===== config.mk =====
export PLATFORM = sky130hd
export DESIGN_NAME = keypad_scanner_flat
export DESIGN_NICKNAME = d
export VERILOG_FILES = /design/src/rtl/keypad_pkg.sv /design/src/rtl/keypad_if.sv /design/src/rtl/keypad_decoder.sv /design/src/rtl/keypad_scanner.sv /design/src/flat_wrapper.sv
export SDC_FILE = /design/constraint.sdc
export NUM_CORES = 1
export LEC_CHECK = 0
export CAP_MARGIN = 15
export CORE_MARGIN = 2
export CORE_UTILIZATION = 51
export DETAILED_ROUTE_END_ITERATION = 12
export PLACE_DENSITY_LB_ADDON = 0.15
export SLEW_MARGIN = 10
export SYNTH_ARGS = -nofsm -noshare
export SYNTH_HDL_FRONTEND = slang
export SYNTH_HIERARCHICAL = 1
export SYNTH_SLANG_ARGS = --single-unit

===== constraint.sdc =====
create_clock -name clk -period 2 [get_ports clk]
set_input_delay 0.2 -clock clk [delete_from_list [all_inputs] [get_ports clk]]
set_output_delay 0.2 -clock clk [all_outputs]
set_load 0.005 [all_outputs]

===== src/rtl/keypad_pkg.sv =====
// Shared types and the key map for the 4x4 matrix keypad scanner.
// KEY_MAP is indexed by {row, col}; row 0 is the top row, col 0 the leftmost column.
package keypad_pkg;

  typedef enum logic [1:0] {SCAN, DEBOUNCE, HELD, RELEASE} scan_state_t;

  // Entry 15 comes first in the concatenation, so each row reads right-to-left.
  localparam logic [15:0][3:0] KEY_MAP = {
    4'hD, 4'hF, 4'h0, 4'hE,
    4'hC, 4'h9, 4'h8, 4'h7,
    4'hB, 4'h6, 4'h5, 4'h4,
    4'hA, 4'h3, 4'h2, 4'h1
  };

  function automatic logic [1:0] lowest_col(input logic [3:0] v);
    logic [1:0] idx;
    if (v[0])      idx = 2'd0;
    else if (v[1]) idx = 2'd1;
    else if (v[2]) idx = 2'd2;
    else           idx = 2'd3;
    return idx;
  endfunction

  function automatic logic [3:0] row_onehot(input logic [1:0] r);
    return 4'b0001 << r;
  endfunction

endpackage


===== src/rtl/keypad_if.sv =====
// Row-drive / column-sense and key-output bundle between the scanner and its neighbours.
interface keypad_if;
  logic [3:0] cols;
  logic [3:0] rows;
  logic [3:0] key;
  logic       key_valid;

  modport master (input cols, output rows, output key, output key_valid);
  modport slave  (output cols, input rows, input key, input key_valid);
endinterface


===== src/rtl/keypad_decoder.sv =====
// Combinational (row, col) -> key code lookup.
module keypad_decoder
  import keypad_pkg::*;
(
  input  logic [1:0] row_idx,
  input  logic [1:0] col_idx,
  output logic [3:0] code
);

  assign code = KEY_MAP[{row_idx, col_idx}];

endmodule


===== src/rtl/keypad_scanner.sv =====
// Row-scanning 4x4 keypad controller: debounces press and release, and emits
// one key code with a single-cycle key_valid pulse per physical press.
module keypad_scanner
  import keypad_pkg::*;
#(
  parameter int SCAN_CYCLES     = 1000,
  parameter int DEBOUNCE_CYCLES = 50000
) (
  input  logic     clk,
  input  logic     reset,
  keypad_if.master kp
);

  localparam int CNT_MAX = (SCAN_CYCLES > DEBOUNCE_CYCLES) ? SCAN_CYCLES : DEBOUNCE_CYCLES;
  localparam int CNT_W   = $clog2(CNT_MAX + 1);
  localparam logic [CNT_W-1:0] SCAN_LAST = CNT_W'(SCAN_CYCLES - 1);
  localparam logic [CNT_W-1:0] DEB_LAST  = CNT_W'(DEBOUNCE_CYCLES - 1);

  scan_state_t      state_q, state_d;
  logic [CNT_W-1:0] cnt_q, cnt_d;
  logic [1:0]       row_q, row_d;
  logic [1:0]       col_q, col_d;
  logic [3:0]       rows_q, rows_d;
  logic [3:0]       key_q, key_d;
  logic             key_valid_q, key_valid_d;
  logic [3:0]       code;
  logic             col_hit;

  keypad_decoder u_decoder (
    .row_idx (row_q),
    .col_idx (col_q),
    .code    (code)
  );

  // Once a column is latched, only that single line matters until the key is released.
  assign col_hit = kp.cols[col_q];

  always_comb begin
    state_d     = state_q;
    cnt_d       = cnt_q + 1'b1;
    row_d       = row_q;
    col_d       = col_q;
    key_d       = key_q;
    key_valid_d = 1'b0;
    case (state_q)
      SCAN: begin
        if (cnt_q == SCAN_LAST) begin
          cnt_d = '0;
          if (|kp.cols) begin
            col_d   = lowest_col(kp.cols);
            state_d = DEBOUNCE;
          end else begin
            row_d = row_q + 2'd1;
          end
        end
      end
      DEBOUNCE: begin
        if (!col_hit) begin
          state_d = SCAN;
          row_d   = row_q + 2'd1;
          cnt_d   = '0;
        end else if (cnt_q == DEB_LAST) begin
          key_d       = code;
          key_valid_d = 1'b1;
          state_d     = HELD;
          cnt_d       = '0;
        end
      end
      HELD: begin
        cnt_d = '0;
        if (!col_hit) state_d = RELEASE;
      end
      RELEASE: begin
        if (col_hit) begin
          state_d = HELD;
          cnt_d   = '0;
        end else if (cnt_q == DEB_LAST) begin
          state_d = SCAN;
          row_d   = row_q + 2'd1;
          cnt_d   = '0;
        end
      end
      default: begin
        state_d = SCAN;
        cnt_d   = '0;
      end
    endcase
    rows_d = row_onehot(row_d);
  end

  always_ff @(posedge clk) begin
    if (reset) begin
      state_q     <= SCAN;
      cnt_q       <= '0;
      row_q       <= 2'd0;
      col_q       <= 2'd0;
      rows_q      <= 4'b0001;
      key_q       <= 4'h0;
      key_valid_q <= 1'b0;
    end else begin
      state_q     <= state_d;
      cnt_q       <= cnt_d;
      row_q       <= row_d;
      col_q       <= col_d;
      rows_q      <= rows_d;
      key_q       <= key_d;
      key_valid_q <= key_valid_d;
    end
  end

  assign kp.rows      = rows_q;
  assign kp.key       = key_q;
  assign kp.key_valid = key_valid_q;

endmodule


===== src/flat_wrapper.sv =====
// flat-port wrapper written by rule: the top's interface ports become plain ports
module keypad_scanner_flat import keypad_pkg::*;
#(
  parameter int SCAN_CYCLES     = 1000,
  parameter int DEBOUNCE_CYCLES = 50000
)
  (clk, reset, kp_cols, kp_rows, kp_key, kp_key_valid);
  keypad_if kp_i ();
  input  logic clk;
  input  logic reset;
  input wire logic [$bits(kp_i.cols)-1:0] kp_cols;
  output wire logic [$bits(kp_i.rows)-1:0] kp_rows;
  output wire logic [$bits(kp_i.key)-1:0] kp_key;
  output wire logic [$bits(kp_i.key_valid)-1:0] kp_key_valid;
  assign kp_i.cols = kp_cols;
  assign kp_rows = kp_i.rows;
  assign kp_key = kp_i.key;
  assign kp_key_valid = kp_i.key_valid;
  keypad_scanner #(.SCAN_CYCLES(SCAN_CYCLES), .DEBOUNCE_CYCLES(DEBOUNCE_CYCLES)) u_core (.clk(clk), .reset(reset), .kp(kp_i));
endmodule

==> results of run 1 <==
[power breakdown]
| part | internal, mW | switching (mW) | total [mW] | leakage (nW) |
|---|---|---|---|---|
| Sequential | 0.627 | 0.0125 | 0.640 | 0.251 |
| Combinational | 0.0617 | 0.0399 | 0.102 | 0.557 |
| Clock | 0.162 | 0.205 | 0.367 | 0.0341 |
[per-layer routing]
layer  part of all wire  vias up  track usage
met5                  0        -            0
met4              0.013        0       0.0745
met3              0.051        4       0.0597
met2               0.49       33        0.353
met1               0.45      677        0.288
li1                   -      726            -
[through the flow]
step | std cells | total power [mW]
3_3_place_gp | 259 | 0.740
2_1_floorplan | 179 | 0.696
3_5_place_dp | 259 | 0.744
6_report | 270 | 1.11
4_1_cts | 268 | 1.11
5_1_grt | 270 | 1.16
[path summary, 6_finish.rpt]
kind | cells past startpoint | to | start | slack (ns)
max | 5 | u_core/col_q[1] | u_core/cnt_q[3] | 0.05
min | 2 | u_core/kp.key[2] | u_core/kp.key[2] | 0.51
max reg2reg | 5 | u_core/col_q[1] | u_core/cnt_q[3] | 0.05
min reg2reg | 2 | u_core/kp.key[2] | u_core/kp.key[2] | 0.51
[placed cells by master, fill, tap and decap left out, drive strengths merged, types with 4 or more instances in the layout]
master and count:
buf 31, dfxtp 31, nor2 30, clkdlybuf4s50 14, mux2i 10, nand2 10
nand3 9, xor2 9, inv 7, nor3 7, xnor2 6, clkbuf 6
a21oi 5, ha 5, and3 4, nand4 4
[state kept, by name, indices dropped and copies added (netlist names), named ones only]
name / count
u_core/kp.rows: 4
u_core/row_q: 2
u_core/state_q: 1
u_core/col_q: 2
u_core/kp.key_valid: 1
u_core/kp.key: 4
u_core/cnt_q: 16
[critical path, stage by stage (launching register included)]
cell and delay (ns):
dfxtp_1 0.32, or4b_4 0.54, or4b_4 0.52, nor3_4 0.18, mux2i_1 0.23, nor2_1 0.06
[cell families after synthesis]
| kind of cell | share of synthesized area |
|---|---|
| fa+ha+maj | 0.0382 |
| buf+inv | 0.0321 |
| mux | 0.0954 |
| compound gates | 0.0573 |
| simple gates | 0.318 |
| flops | 0.379 |
| xor+xnor | 0.0802 |
[layout make-up]
type / instances / area [um^2] / area share
Tap cell: 44 / 55.1 / 0.0256
Clock inverter: 1 / 5.00 / 0.00233
Timing Repair Buffer: 45 / 373 / 0.173
Clock buffer: 6 / 51.3 / 0.0239
Sequential cell: 31 / 623 / 0.290
Inverter: 7 / 26.3 / 0.0122
Multi-Input combinational cell: 136 / 1020 / 0.473
[what timing repair did]
item / in CTS / in global routing
setup endpoints to repair: 18 / 9
hold buffers: 0 / 0
resized for setup: 2 / 7
gates cloned: 0 / 0
pin swaps: 1 / 0
buffers inserted: 2 / 2
==> results by group, run 1 <==
Outcome
  • Status: finished clean

Worst setup path
  • Critical-path maximum fanout: 2
  • CP Class: register to register
  • CP startpoint kind: register
  • Worst Path Arrival: roughly 2.2 ns
  • Worst endpoint required time: approximately 2.2 ns
  • Setup crit end kind: register

Routing
  • Routed wire length: roughly 3400 um
  • Antenna Nets Post-Route: 0
  • Iter 0 DRT Violations: 54
  • DRT Pass-1 Iters: 4
  • Routed vias: around 1400
  • Vias/cell: 5.33
  • Routed WL per cell: between 10 and 15 um
  • Post-route DRC: 0

Pwr
  • PwrDens: around 520 mW/mm^2
  • Leak: 0.842 nW
  • Max VDD drop: 0.314 mV

STA
  • Final WS setup: approximately 0.049 ns
  • # setup viols final: 0
  • Fin Clk Skew: between 0.002 and 0.003 ns
  • Final hold violation count: 0
  • Period utilization: 0.975
  • Unrepaired setup endpoints after global routing: yes
  • Fmax: around 500 MHz
  • Worst Tran Pin Value: ~0.5 ns
  • Slew Viols, Final: 0
  • TNS Setup: 0 ns
  • Period minus WS final: between 1.5 and 2 ns
  • Worst hold margin: between 0.5 and 0.6 ns
  • Worst slew margin: 0.656

CTS
  • Skew-Pair Late Insertion Delay: between 0.3 and 0.4 ns
  • Clk pin slew, worst setup/hold paths: ~0.09 ns
  • CTS buffer count: 5
  • Max Root-Sink Buffers: 2
  • H-tree depth reported by CTS: 2
  • CTS tree: built
  • CTS root buf: clkbuf_4
  • Clk sinks: 31

Logic synthesis
  • Synth warn: 6
  • Synth Flop Type: dfxtp_1
  • Synth top area share: 0.379
  • Avg Synthesized Cell Area: slightly above 9 um^2
  • Mapped Area: approximately 0.0016 mm^2
  • Post-Synthesis Cells: around 180
  • Post-synth top cells: 31 x dfxtp_1, 29 x nor2_1, 10 x mux2i_1, 10 x nand2_1
  • Syn Nets: 190
  • Sequential area share after synthesis: 0.379
  • Yosys reg bits: 31
  • Synth area leaders: dfxtp_1 38%, nor2_1 6.6%, mux2i_1 6.1%
  • Top-count cell post-synth: dfxtp_1
  • Async SR Flop Fraction: 0
  • EDFF count, synth: 0
  • Synth cell types: 48
  • Yosys top cell by area: dfxtp_1

Floorplan
  • Core Footprint: 0.00305 mm^2
  • Die ar.: 0.00368 mm^2
  • Io pins: 15
  • Placement row count: 20
  • Chip Height: a little over 60 um
  • DIE WIDTH: 60.7 um
  • Effective utilization at floorplan: 0.537

Run
  • Max Cap Viol: 0

Placed design
  • Port-buffer cells: 14
  • Placement Setup Slack: -0.258 ns
  • Gpl congestion: between 0.8 and 0.9
  • Detailed placement HPWL: 2580 um
  • Placed cell area: 0.00201 mm^2

Layout
  • Ant diodes: 0
  • Share of cells above drive strength 1: 0.261
  • Nets@finish: 237
  • Fin area: around 0.0021 mm^2
  • Final design utilization: 0.704
  • Area Growth Syn to Fin: 31.1%
  • Number of fill cells: ~230

Global routing
  • Global-route wire length before repair: 6000 um
  • Vias in the first global route: approximately 1300
  • Gr usage total: 0.220
  • Largest net degree at the start of global routing: 13
  • Grt ovf: 0
  • Initial antenna violation count: 0

Hold path
  • Hold Crit Class: register to register
No activity file was read; power rests on OpenSTA's default activity.
==> run 2: changes to the inputs <==
clock period = 1.57 ns   (was 2 ns; I/O delays follow)
==> run 2 against run 1 <==
Compared with the run above:
- hold slack better by 0.0011 ns
- first-iteration DRC count is 100% higher
- clock-buffer cell count is 2 higher
- the run now ends with setup timing left
- design area is 14% higher
- utilization is 9.8 points higher
- critical path depth is 2 higher
- critical endpoint is now u_core/kp.rows[3]
- largest power group unchanged
- routed wire length is 38% higher
- clock skew is 0.0059 ns higher
- final cell count is 7.0% higher
- global-route usage is 4.9 points higher
==> results by group, run 2 (same netlist as run 1, synthesis figures left out) <==
Routing
  • Antenna Nets Post-Route: 0
  • Routed vias: 1642
  • DRT Pass-1 Iters: 4
  • Routed WL per cell: approximately 16 um
  • Post-route DRC: 0
  • Routed wire length: approximately 4700 um
  • Vias/cell: between 5 and 6
  • Iter 0 DRT Violations: 108

Floorplan
  • Io pins: 15
  • Core Footprint: roughly 0.003 mm^2
  • Effective utilization at floorplan: 0.537
  • Die ar.: around 0.0037 mm^2
  • Chip Height: just over 60 um
  • Placement row count: 20
  • DIE WIDTH: slightly above 60 um

STA
  • Worst slew margin: 0.702
  • # setup viols final: 31
  • Fin Clk Skew: around 0.0086 ns
  • Final hold violation count: 0
  • TNS Setup: -11.25 ns
  • Worst Tran Pin Value: roughly 0.44 ns
  • Slew Viols, Final: 0
  • Period minus WS final: just over 2 ns
  • Unrepaired setup endpoints after global routing: yes
  • Fmax: a little under 500 MHz
  • Period utilization: 1.29
  • Final WS setup: -0.457 ns
  • Worst hold margin: 0.508 ns

Layout
  • Commonest cells after routing, fill and taps aside: 46 x buf_4, 27 x dfxtp_1, 17 x nor2_1
  • Share of cells above drive strength 1: 0.420
  • Most flop-heavy register: u_core/cnt_q
  • Sequential cell area: approximately 630 um^2
  • Fin area: between 0.002 and 0.0025 mm^2
  • Ant diodes: 0
  • Commonest non-fill, non-tap cell in the layout: buf_4
  • Max reg flops: 16
  • Final Non-Filler Cells: 289
  • Nets@finish: around 260
  • Area of the multi-input gates: between 0.001 and 0.0015 mm^2
  • Number of fill cells: 186
  • Area Growth Syn to Fin: 49.5%

CTS
  • CTS buffer count: 5
  • CTS root buf: clkbuf_4
  • Max Root-Sink Buffers: 2
  • H-tree depth reported by CTS: 2
  • CTS tree: built
  • Clk sinks: 31
  • Clk pin slew, worst setup/hold paths: about 0.090 ns
  • Skew-Pair Late Insertion Delay: approximately 0.35 ns

Worst setup path
  • Sequence of cells on the critical path: ha_4 > buf_4 > nand3_1 > or2_4 > or4_4 > a31o_4 > nor3b_2
  • Top Family by Delay on Critical Path: simple AND/OR/NAND/NOR gates
  • Setup crit end kind: register
  • CP startpoint kind: register
  • CP max stage cell: or4_4
  • Worst endpoint required time: around 1.8 ns
  • Reg2reg setup slack: -0.46 ns
  • Worst Path Arrival: ~2.3 ns
  • Reg2Reg Depth: 7
  • Critical Path Max Stage Delay: between 0.5 and 0.6 ns
  • CP Class: register to register
  • Critical-path maximum fanout: 4
  • Bufs and invs on worst path: 1
  • RR Endpoint: u_core/kp.rows[3]
  • R2r startpoint: u_core/cnt_q[1]

Run
  • Max Cap Viol: 0

Hold path
  • Hold Crit Class: register to register
  • Hold path depth: 2
  • Hold path startpoint: u_core/kp.key[2]
  • Hold Path End: u_core/kp.key[2]

Placed design
  • Placed cell area: around 0.0021 mm^2
  • Gpl congestion: ~0.87
  • Dpl cells: roughly 270
  • Port-buffer cells: 14
  • Detailed placement HPWL: between 3000 and 4000 um

Global routing
  • Gr usage total: 0.269
  • Global-route wire length before repair: between 7000 and 8000 um
  • Vias in the first global route: ~1700
  • Largest net degree at the start of global routing: 17
  • Initial antenna violation count: 0
  • Grt ovf: 0

Outcome
  • Failing checks: setup timing
  • Status: finished with violations

Pwr
  • PwrDens: roughly 620 mW/mm^2
  • Leak: about 0.96 nW
  • Total Power: ~1.5 mW
  • Max VDD drop: between 0.5 and 0.6 mV
-- run 2: layer usage --
metal	vias to the layer above	wire length, um	track usage
li1	766	-	-
met1	803	1850	0.278
met2	50	2520	0.470
met3	23	195	0.0874
met4	0	174	0.165
met5	-	0	0
-- run 2: worst max path at each step --
stage	start	end	slack (ns)	depth (start not counted)
after CTS	u_core/cnt_q[1]	u_core/kp.key[0]	-0.40	6
final	u_core/cnt_q[1]	u_core/kp.rows[3]	-0.46	7
after detailed placement	kp_cols[1]	u_core/kp.rows[0]	-0.65	6
after global placement	kp_cols[1]	u_core/kp.rows[0]	-0.58	6
after floorplan	u_core/col_q[0]	u_core/kp.rows[3]	-0.36	5
after global routing	u_core/cnt_q[3]	u_core/col_q[1]	-0.52	5
-- run 2: power by group --
| part | switching [mW] | internal (mW) |
|---|---|---|
| clock network | 0.275 | 0.263 |
| registers | 0.0111 | 0.798 |
| logic | 0.0761 | 0.0982 |
-- run 2: final cells by class --
type / count / area share
multi-input cells: 136 / 0.467
flip-flops and latches: 31 / 0.256
repair buffers: 63 / 0.216
clock buffers: 8 / 0.0281
well taps: 44 / 0.0225
inverters: 7 / 0.0107
-- run 2: stage by stage --
step / util / worst slack, ns
CTS: 0.764 / -0.398
global placement: 0.704 / -0.584
global route: 0.802 / -0.518
floorplan: - / -0.361
detailed placement: 0.704 / -0.645
finish: 0.802 / -0.457
-- run 2: worst reg2reg max path, stage by stage, from the launching register on --
cell and delay [ns]:
dfxtp_2 0.36, ha_4 0.16, buf_4 0.12, nand3_1 0.11, or2_4 0.27, or4_4 0.53
a31o_4 0.26, nor3b_2 0.16
-- run 2: timing repair --
action,4_1_cts,5_1_grt
endpoints found under the setup margin,31,31
hold buffers,0,0
buffers inserted,5,4
resized for setup,17,22
pin swaps,6,7
